===== src/rtl/amds_rx_sequencer.sv =====
// Acquisition sequencer for AMDS receivers: sync pulse, programmable delay,
// receiver start, watchdog-guarded completion wait and cycle statistics.
module amds_rx_sequencer #(
   parameter int NUM_RX   = 2,
   parameter int SYNC_LEN = 8
) (
   input  logic                  clk,
   input  logic                  rst_n,
   input  logic                  enable,
   input  logic                  trigger,
   input  logic [15:0]           cfg_delay,
   input  logic [15:0]           cfg_timeout,
   input  logic [NUM_RX-1:0]     rx_done,
   input  logic [4*NUM_RX-1:0]   rx_valid,
   output logic                  sync_adc,
   output logic [NUM_RX-1:0]     start_rx,
   output logic                  busy,
   output logic                  all_done,
   output logic                  timeout_flag,
   output logic [4*NUM_RX-1:0]   valid_latched,
   output logic [15:0]           counter_cycles,
   output logic [15:0]           counter_timeouts,
   output logic [15:0]           counter_missed
);

   typedef enum logic [2:0] {
      IDLE  = 3'd0,
      SYNC  = 3'd1,
      DELAY = 3'd2,
      START = 3'd3,
      WAIT  = 3'd4,
      DONE  = 3'd5
   } state_t;

   localparam logic [15:0] SYNC_LAST = 16'(SYNC_LEN - 1);

   state_t      state;
   logic [15:0] cnt;
   logic [15:0] delay_sh;
   logic [15:0] timeout_sh;
   logic        rx_all_done;
   logic        wd_expired;

   assign rx_all_done = &rx_done;
   // cnt runs 0..timeout-1 in WAIT, so WAIT lasts exactly timeout cycles
   assign wd_expired  = (timeout_sh != 16'd0) && (cnt == timeout_sh - 16'd1);

   always_ff @(posedge clk or negedge rst_n) begin
      if (!rst_n) begin
         state            <= IDLE;
         cnt              <= 16'd0;
         delay_sh         <= 16'd0;
         timeout_sh       <= 16'd0;
         sync_adc         <= 1'b0;
         start_rx         <= '0;
         busy             <= 1'b0;
         all_done         <= 1'b0;
         timeout_flag     <= 1'b0;
         valid_latched    <= '0;
         counter_cycles   <= 16'd0;
         counter_timeouts <= 16'd0;
         counter_missed   <= 16'd0;
      end else begin
         if (trigger && (state != IDLE))
            counter_missed <= counter_missed + 16'd1;

         case (state)
            IDLE: begin
               if (trigger && enable) begin
                  state      <= SYNC;
                  sync_adc   <= 1'b1;
                  busy       <= 1'b1;
                  cnt        <= 16'd0;
                  delay_sh   <= cfg_delay;
                  timeout_sh <= cfg_timeout;
               end
            end
            SYNC: begin
               if (cnt == SYNC_LAST) begin
                  sync_adc <= 1'b0;
                  cnt      <= 16'd0;
                  if (delay_sh == 16'd0) begin
                     state    <= START;
                     start_rx <= '1;
                  end else begin
                     state <= DELAY;
                  end
               end else begin
                  cnt <= cnt + 16'd1;
               end
            end
            DELAY: begin
               if (cnt == delay_sh - 16'd1) begin
                  state    <= START;
                  start_rx <= '1;
               end else begin
                  cnt <= cnt + 16'd1;
               end
            end
            START: begin
               start_rx <= '0;
               state    <= WAIT;
               cnt      <= 16'd0;
            end
            WAIT: begin
               // completion on the expiry cycle wins over the watchdog
               if (rx_all_done || wd_expired) begin
                  state          <= DONE;
                  all_done       <= 1'b1;
                  valid_latched  <= rx_valid;
                  timeout_flag   <= ~rx_all_done;
                  counter_cycles <= counter_cycles + 16'd1;
                  if (!rx_all_done)
                     counter_timeouts <= counter_timeouts + 16'd1;
               end else begin
                  cnt <= cnt + 16'd1;
               end
            end
            DONE: begin
               all_done <= 1'b0;
               busy     <= 1'b0;
               state    <= IDLE;
            end
            default: begin
               state    <= IDLE;
               sync_adc <= 1'b0;
               start_rx <= '0;
               busy     <= 1'b0;
               all_done <= 1'b0;
            end
         endcase
      end
   end

endmodule


===== config.mk =====
export PLATFORM = sky130hd
export DESIGN_NAME = amds_rx_sequencer
export DESIGN_NICKNAME = d
export VERILOG_FILES = /design/src/rtl/amds_rx_sequencer.sv
export SDC_FILE = /design/constraint.sdc
export NUM_CORES = 1
export LEC_CHECK = 0
export ABC_AREA = 1
export BUFFER_PORTS_ARGS = -buffer_cell sky130_fd_sc_hd__buf_4
export CAP_MARGIN = 40
export CORE_MARGIN = 5
export CORE_UTILIZATION = 35
export CTS_BUF_LIST = sky130_fd_sc_hd__clkbuf_8 sky130_fd_sc_hd__clkbuf_16
export DETAILED_ROUTE_END_ITERATION = 12
export PLACE_DENSITY_LB_ADDON = 0.12
export SLEW_MARGIN = 40
export SYNTH_ARGS = -nofsm -noshare
export SYNTH_HDL_FRONTEND = slang
export SYNTH_SLANG_ARGS = --single-unit

===== constraint.sdc =====
create_clock -name clk -period 6.8 [get_ports clk]
set_clock_uncertainty 0.2 [all_clocks]
set_input_delay 0 -clock clk [delete_from_list [all_inputs] [get_ports clk]]
set_output_delay 0 -clock clk [all_outputs]
set_load 0.01 [all_outputs]

-- Word-level counts from Yosys, hierarchy flattened
Index checks and enable logic that the tools add are counted.
- flip-flop bits (word level): 113
- input port bits: 46
- logic and storage cells: 83
- add/sub/neg operators: 6
- equality and inequality tests: 15
- muxes and demuxes: 21
- bitwise gates (word level): 5
- reduce and logical (&&, ||, !) cells: 23
- operators with widths (cell ; number):
    $pmux W16 S5 ; 1
    $add A16 B1 Y16 const B ; 4
    $mux W16 ; 4
    $eq A16 B16 Y1 ; 2
    $sub A16 B1 Y16 const B ; 2
    $eq A16 B3 Y1 const B ; 1
    $logic_not A16 Y1 ; 1
    $reduce_bool A16 Y1 ; 1
    $pmux W3 S5 ; 1
    $ne A2 B2 Y1 const B ; 7
    $mux W3 ; 4
    $reduce_and A4 Y1 ; 3
    $reduce_or A4 Y1 ; 3
    $reduce_and A2 Y1 ; 5
    $eq A3 B2 Y1 const B ; 2
    $eq A3 B3 Y1 const B ; 2
    $mux W2 ; 3
    $pmux W2 S3 ; 1
    $reduce_and A3 Y1 ; 2
    $not A1 Y1 ; 5
    $reduce_bool A5 Y1 ; 1
    $mux W1 ; 4
    $pmux W1 S2 ; 2
    $eq A3 B1 Y1 const B ; 1
    other kinds (6) ; 8

-- Longest topological paths before layout
- depth in word-level cells: 6
- depth in mapped cells: 18

-- Worst setup path before layout
OpenSTA, ideal clock, no wires.
- path kind: reg2reg
- start point: register timeout_sh[0]
- end point: register counter_cycles[2]
- library setup time: 0.122 ns
- arrival: 1.986 ns
- path slack: 4.492 ns
- stages on the path, launching flop included: 16
- buffers on the path: 2
- clock period less this slack: 2.308 ns
- cells stage by stage: dfrtp_1 > inv_1 > ha_1 > nand2_2 > nor2_4 > nand2_1 > xor2_1 > nand2_1 > nor2_1 > nand3_2 > nand2_2 > nand2_2 > buf_6 > buf_6 > nand2_1 > o21ai_2
- cells in the longest elaborated chain, start to end: 5
- elaborated cells on any way between the ends: 6
- classes of those cells: 1 x add/sub; 1 x eq/ne; 4 x reduce/logical
- RTL lines (what ; line ; source):
    from (decl) ; 40 ; logic [15:0] timeout_sh;
    from (signal assigned) ; 75 ; timeout_sh <= cfg_timeout;
    $sub A16 B1 Y16 ; 46 ; assign wd_expired = (timeout_sh != 16'd0) && (cnt == timeout_sh - 16'd1);
    $eq A16 B16 Y1 ; 46 ;
    $logic_and A1 B1 Y1 (*) ; 46 ;
    $logic_or A1 B1 Y1 (*) ; 107 ; if (rx_all_done || wd_expired) begin
    $reduce_and A2 Y1 (no source line) (*) ; -- ;
    to (signal assigned) ; 112 ; counter_cycles <= counter_cycles + 16'd1;
    to (decl) ; 21 ; output logic [15:0] counter_cycles,
Every way passes the cells marked *; elsewhere a longest branch is shown, timed or not.
A chain may end at the register's enable or synchronous reset.

-- Worst setup path after layout
- start point: register timeout_sh[0]
- end point: register counter_timeouts[13]
- cells in the longest elaborated chain, start to end: 5
- elaborated cells on any way between the ends: 6
- classes of those cells: 1 x add/sub; 1 x eq/ne; 4 x reduce/logical
- RTL lines (what ; line ; source):
    $sub A16 B1 Y16 ; 46 ;
    $eq A16 B16 Y1 ; 46 ;
    $logic_and A1 B1 Y1 (*) ; 46 ;
    $logic_or A1 B1 Y1 (*) ; 107 ;
    $reduce_and A3 Y1 (no source line) (*) ; -- ;
    to (signal assigned) ; 114 ; counter_timeouts <= counter_timeouts + 16'd1;
    to (decl) ; 22 ; output logic [15:0] counter_timeouts,
Marks and branches as above.

==> flow_summary.json <==
{
  "n_antenna_cell": 0,
  "clockBufferDepth": 2,
  "fin_crit_sh_pct": 49.48,
  "via_per_inst": 4.720,
  "fin_cells": 1394,
  "fin_nets": 1172,
  "post-dp-hpwl_mm": 13.78,
  "worstMarginPinSlew_ns": 0.7824,
  "antenna_found_initial": 0,
  "clock-root-buffer": "clkbuf_16",
  "synthCells": 992,
  "crit_fanout": 12,
  "path_clk_slew_ns": 0.08,
  "io_pins": 108,
  "ys_seq_area_share_pct": 39.22,
  "ff2ff_path_depth": 13,
  "power_density_nw_per_um2": 156.6,
  "synth_common_cells": "nand2_1, nor2_1, dfrtp_1, nand3_1, inv_1",
  "ys.flop_type": "dfrtp_1",
  "die_h_um": 152.9,
  "drc": 0,
  "clkPwrFrac_pct": 38.9,
  "start_util_pct": 35.43,
  "fmax_mhz": 297.2,
  "post-route-worst-setup-slack_ns": 3.435,
  "synth.net_count": 1045,
  "fin_crit_ns": 3.365,
  "status": "finished clean",
  "ant_nets": 0,
  "rsz0062_at_grt": "false",
  "ys_warn_count": 0,
  "synth_edf_count": 0,
  "setup_viol": 0,
  "synth.most_common_cell": "nand2_1",
  "clock-sinks": 112,
  "grt_max_degree": 67,
  "ys_ff_latch": 112,
  "seq_power_share_pct": 51.5,
  "async_flop_share_pct": 100.0,
  "synth_area_um2": 7146,
  "synth_cell_types": 30,
  "critical_path_arrival_ns": 3.41,
  "wire_per_inst_um": 13.78,
  "vdd_drop_max_uv": 150.3,
  "portBuffers": 107,
  "finalHoldViolCount": 0,
  "post_route_cells_drive_above_1_share_pct": 14.59,
  "core_um2": 20170,
  "ctsResizeCount": 0,
  "cts_tree": "built",
  "preCtsSetupSlack_ns": 3.379,
  "insertion_delay_ns": 0.37,
  "grt_pass1_vias": 6613,
  "netlist.area_leader.share_pct": 39.22,
  "slew_viol_final": 0,
  "maxCapViolCount": 0,
  "sw_frac_of_total_pct": 25.54,
  "first_pass_iters": 4,
  "synth_largest_area_cell": "dfrtp_1",
  "power_leakage_nw": 4.428,
  "cts_setup_buffers": 0,
  "worst_setup_path_end_kind": "flip-flop",
  "numCtsBuffers": 9,
  "crit_type": "reg -> reg",
  "tns_ns": 0,
  "holdWs_ns": 0.007329,
  "p_sw_uw": 352.8,
  "critPathLaunchType": "flip-flop",
  "cp.required_ns": 6.85,
  "gp_congestion": 0.8538,
  "die_w_um": 152.9,
  "ctsHtreeMaxLevel": 3,
  "slew_headroom_pct": 47.65,
  "area_delta_synth_final_pct": 23.48,
  "grt_usage_pct": 16.77,
  "dp.cells": 1336,
  "drt-total-wl_mm": 19.21,
  "grt_first_pass_wirelength_mm": 32.75,
  "rows": 52,
  "final_util_pct": 43.75,
  "route.vias.total": 6579,
  "holdCritPathClass": "in -> async",
  "overflow": 0,
  "synth.area.top_cells": "dfrtp_1, nand2_1, nand3_1, nor2_1, xor2_1",
  "drtIter0Drc": 333,
  "combPwrFrac_pct": 9.6,
  "p_int_mw": 1.029,
  "syn_avg_cell_area_um2": 7.203,
  "die-area_um2": 23370
}
[timing repair]
item / 4_1_cts / 5_1_grt
setup endpoints to repair: 0 / 0
hold endpoints to repair: 91 / 0
hold buffers: 42 / 0
[per-layer routing]
| metal | global-route usage, % | up-vias | routed length (um) | part of all wire [%] |
|---|---|---|---|---|
| met5 | 0 | - | 0 | 0 |
| met4 | 4.752 | 0 | 327 | 1.7 |
| met3 | 3.421 | 24 | 795 | 4.1 |
| met2 | 27.00 | 128 | 8809 | 46 |
| met1 | 23.03 | 3035 | 9283 | 48 |
| li1 | - | 3392 | - | - |
[through the flow]
step | power [mW] | cell area (um2)
floorplan | 0.7646 | 7146
global placement | 0.8394 | 8104
detailed placement | 0.8413 | 8113
CTS | 1.407 | 8823
global route | 1.444 | 8823
finish | 1.381 | 8823
[worst max-delay path, stage by stage (launching register included)]
cell	delay [ns]
dfrtp_1	0.39
inv_1	0.13
ha_1	0.24
nand2_1	0.09
nor2_1	0.12
nand2_1	0.08
nand3_1	0.09
nand3_1	0.08
nor3_1	0.27
nand3_1	0.12
nor2_1	0.61
nand3_1	0.58
nand2_1	0.19
nand2_1	0.06
[layout make-up]
| class | count | area, um2 |
|---|---|---|
| timing repair buffer | 152 | 1250 |
| sequential | 112 | 2803 |
| tap | 270 | 337.8 |
| inverter | 99 | 371.6 |
| fill | 2188 | 11350 |
| clock inverter | 6 | 51.30 |
| clock buffer | 10 | 239.0 |
| multi-input combinational | 745 | 3771 |
[worst paths after layout]
| path | slack, ns | from | to |
|---|---|---|---|
| setup / recovery | 3.44 | timeout_sh[0] | counter_timeouts[13] |
| hold / removal | 0.007 | rst_n | delay_sh[0] |
| hold reg to reg | 0.27 | counter_missed[15] | counter_missed[15] |
| min in group clk | 0.05 | enable | state[1] |
| max in group asynchronous | 5.36 | rst_n | cnt[9] |
| setup reg to reg | 3.44 | timeout_sh[0] | counter_timeouts[13] |
[logic make-up (layout without fill, tap and decap cells)]
family / Yosys count / count (layout) / synth area share (%)
and+or+nand+nor: 597 / 597 / 35.98
buffers and inverters: 135 / 267 / 8.107
DFF: 112 / 112 / 39.22
xor gates and xnor gates: 80 / 80 / 9.806
AOI/OAI and AO/OA: 48 / 48 / 3.607
muxes: 13 / 13 / 2.049
adders and majority gates: 7 / 7 / 1.226
[power groups by stage]
| stage | clock (mW) | sequential, mW | combinational [mW] |
|---|---|---|---|
| 3_5_place_dp | 0 | 0.724 | 0.117 |
| 3_3_place_gp | 0 | 0.726 | 0.114 |
| 4_1_cts | 0.559 | 0.712 | 0.136 |
| 2_1_floorplan | 0 | 0.731 | 0.0341 |
| 6_report | 0.537 | 0.711 | 0.133 |
| 5_1_grt | 0.580 | 0.716 | 0.148 |
[state kept, by name, summed over array words and instances, names as in the netlist]
signal and count:
cnt 16, sync_adc 1, counter_missed 16, busy 1, start_rx 1, timeout_flag 1
counter_timeouts 16, counter_cycles 16, state 3, delay_sh 16, timeout_sh 16, all_done 1
valid_latched 8
[cell usage in the layout (no fill, tap or decap), types with 2 or more instances in the layout]
cell	count
a21oi_1	36
buf_4	109
clkbuf_16	9
clkinv_4	2
dfrtp_1	112
dlygate4sd3_1	42
ha_1	7
inv_1	97
inv_2	2
inv_6	2
mux2_2	13
nand2_1	298
nand2_2	4
nand2_4	2
nand3_1	100
nand3_2	2
nand3b_1	6
nand4_1	28
nor2_1	123
nor2_2	6
nor2_4	3
nor3_1	16
nor4_1	6
o21ai_0	7
o21ai_2	4
or2_2	2
xnor2_1	38
xor2_1	42
Power figures use the tool's default switching activity.
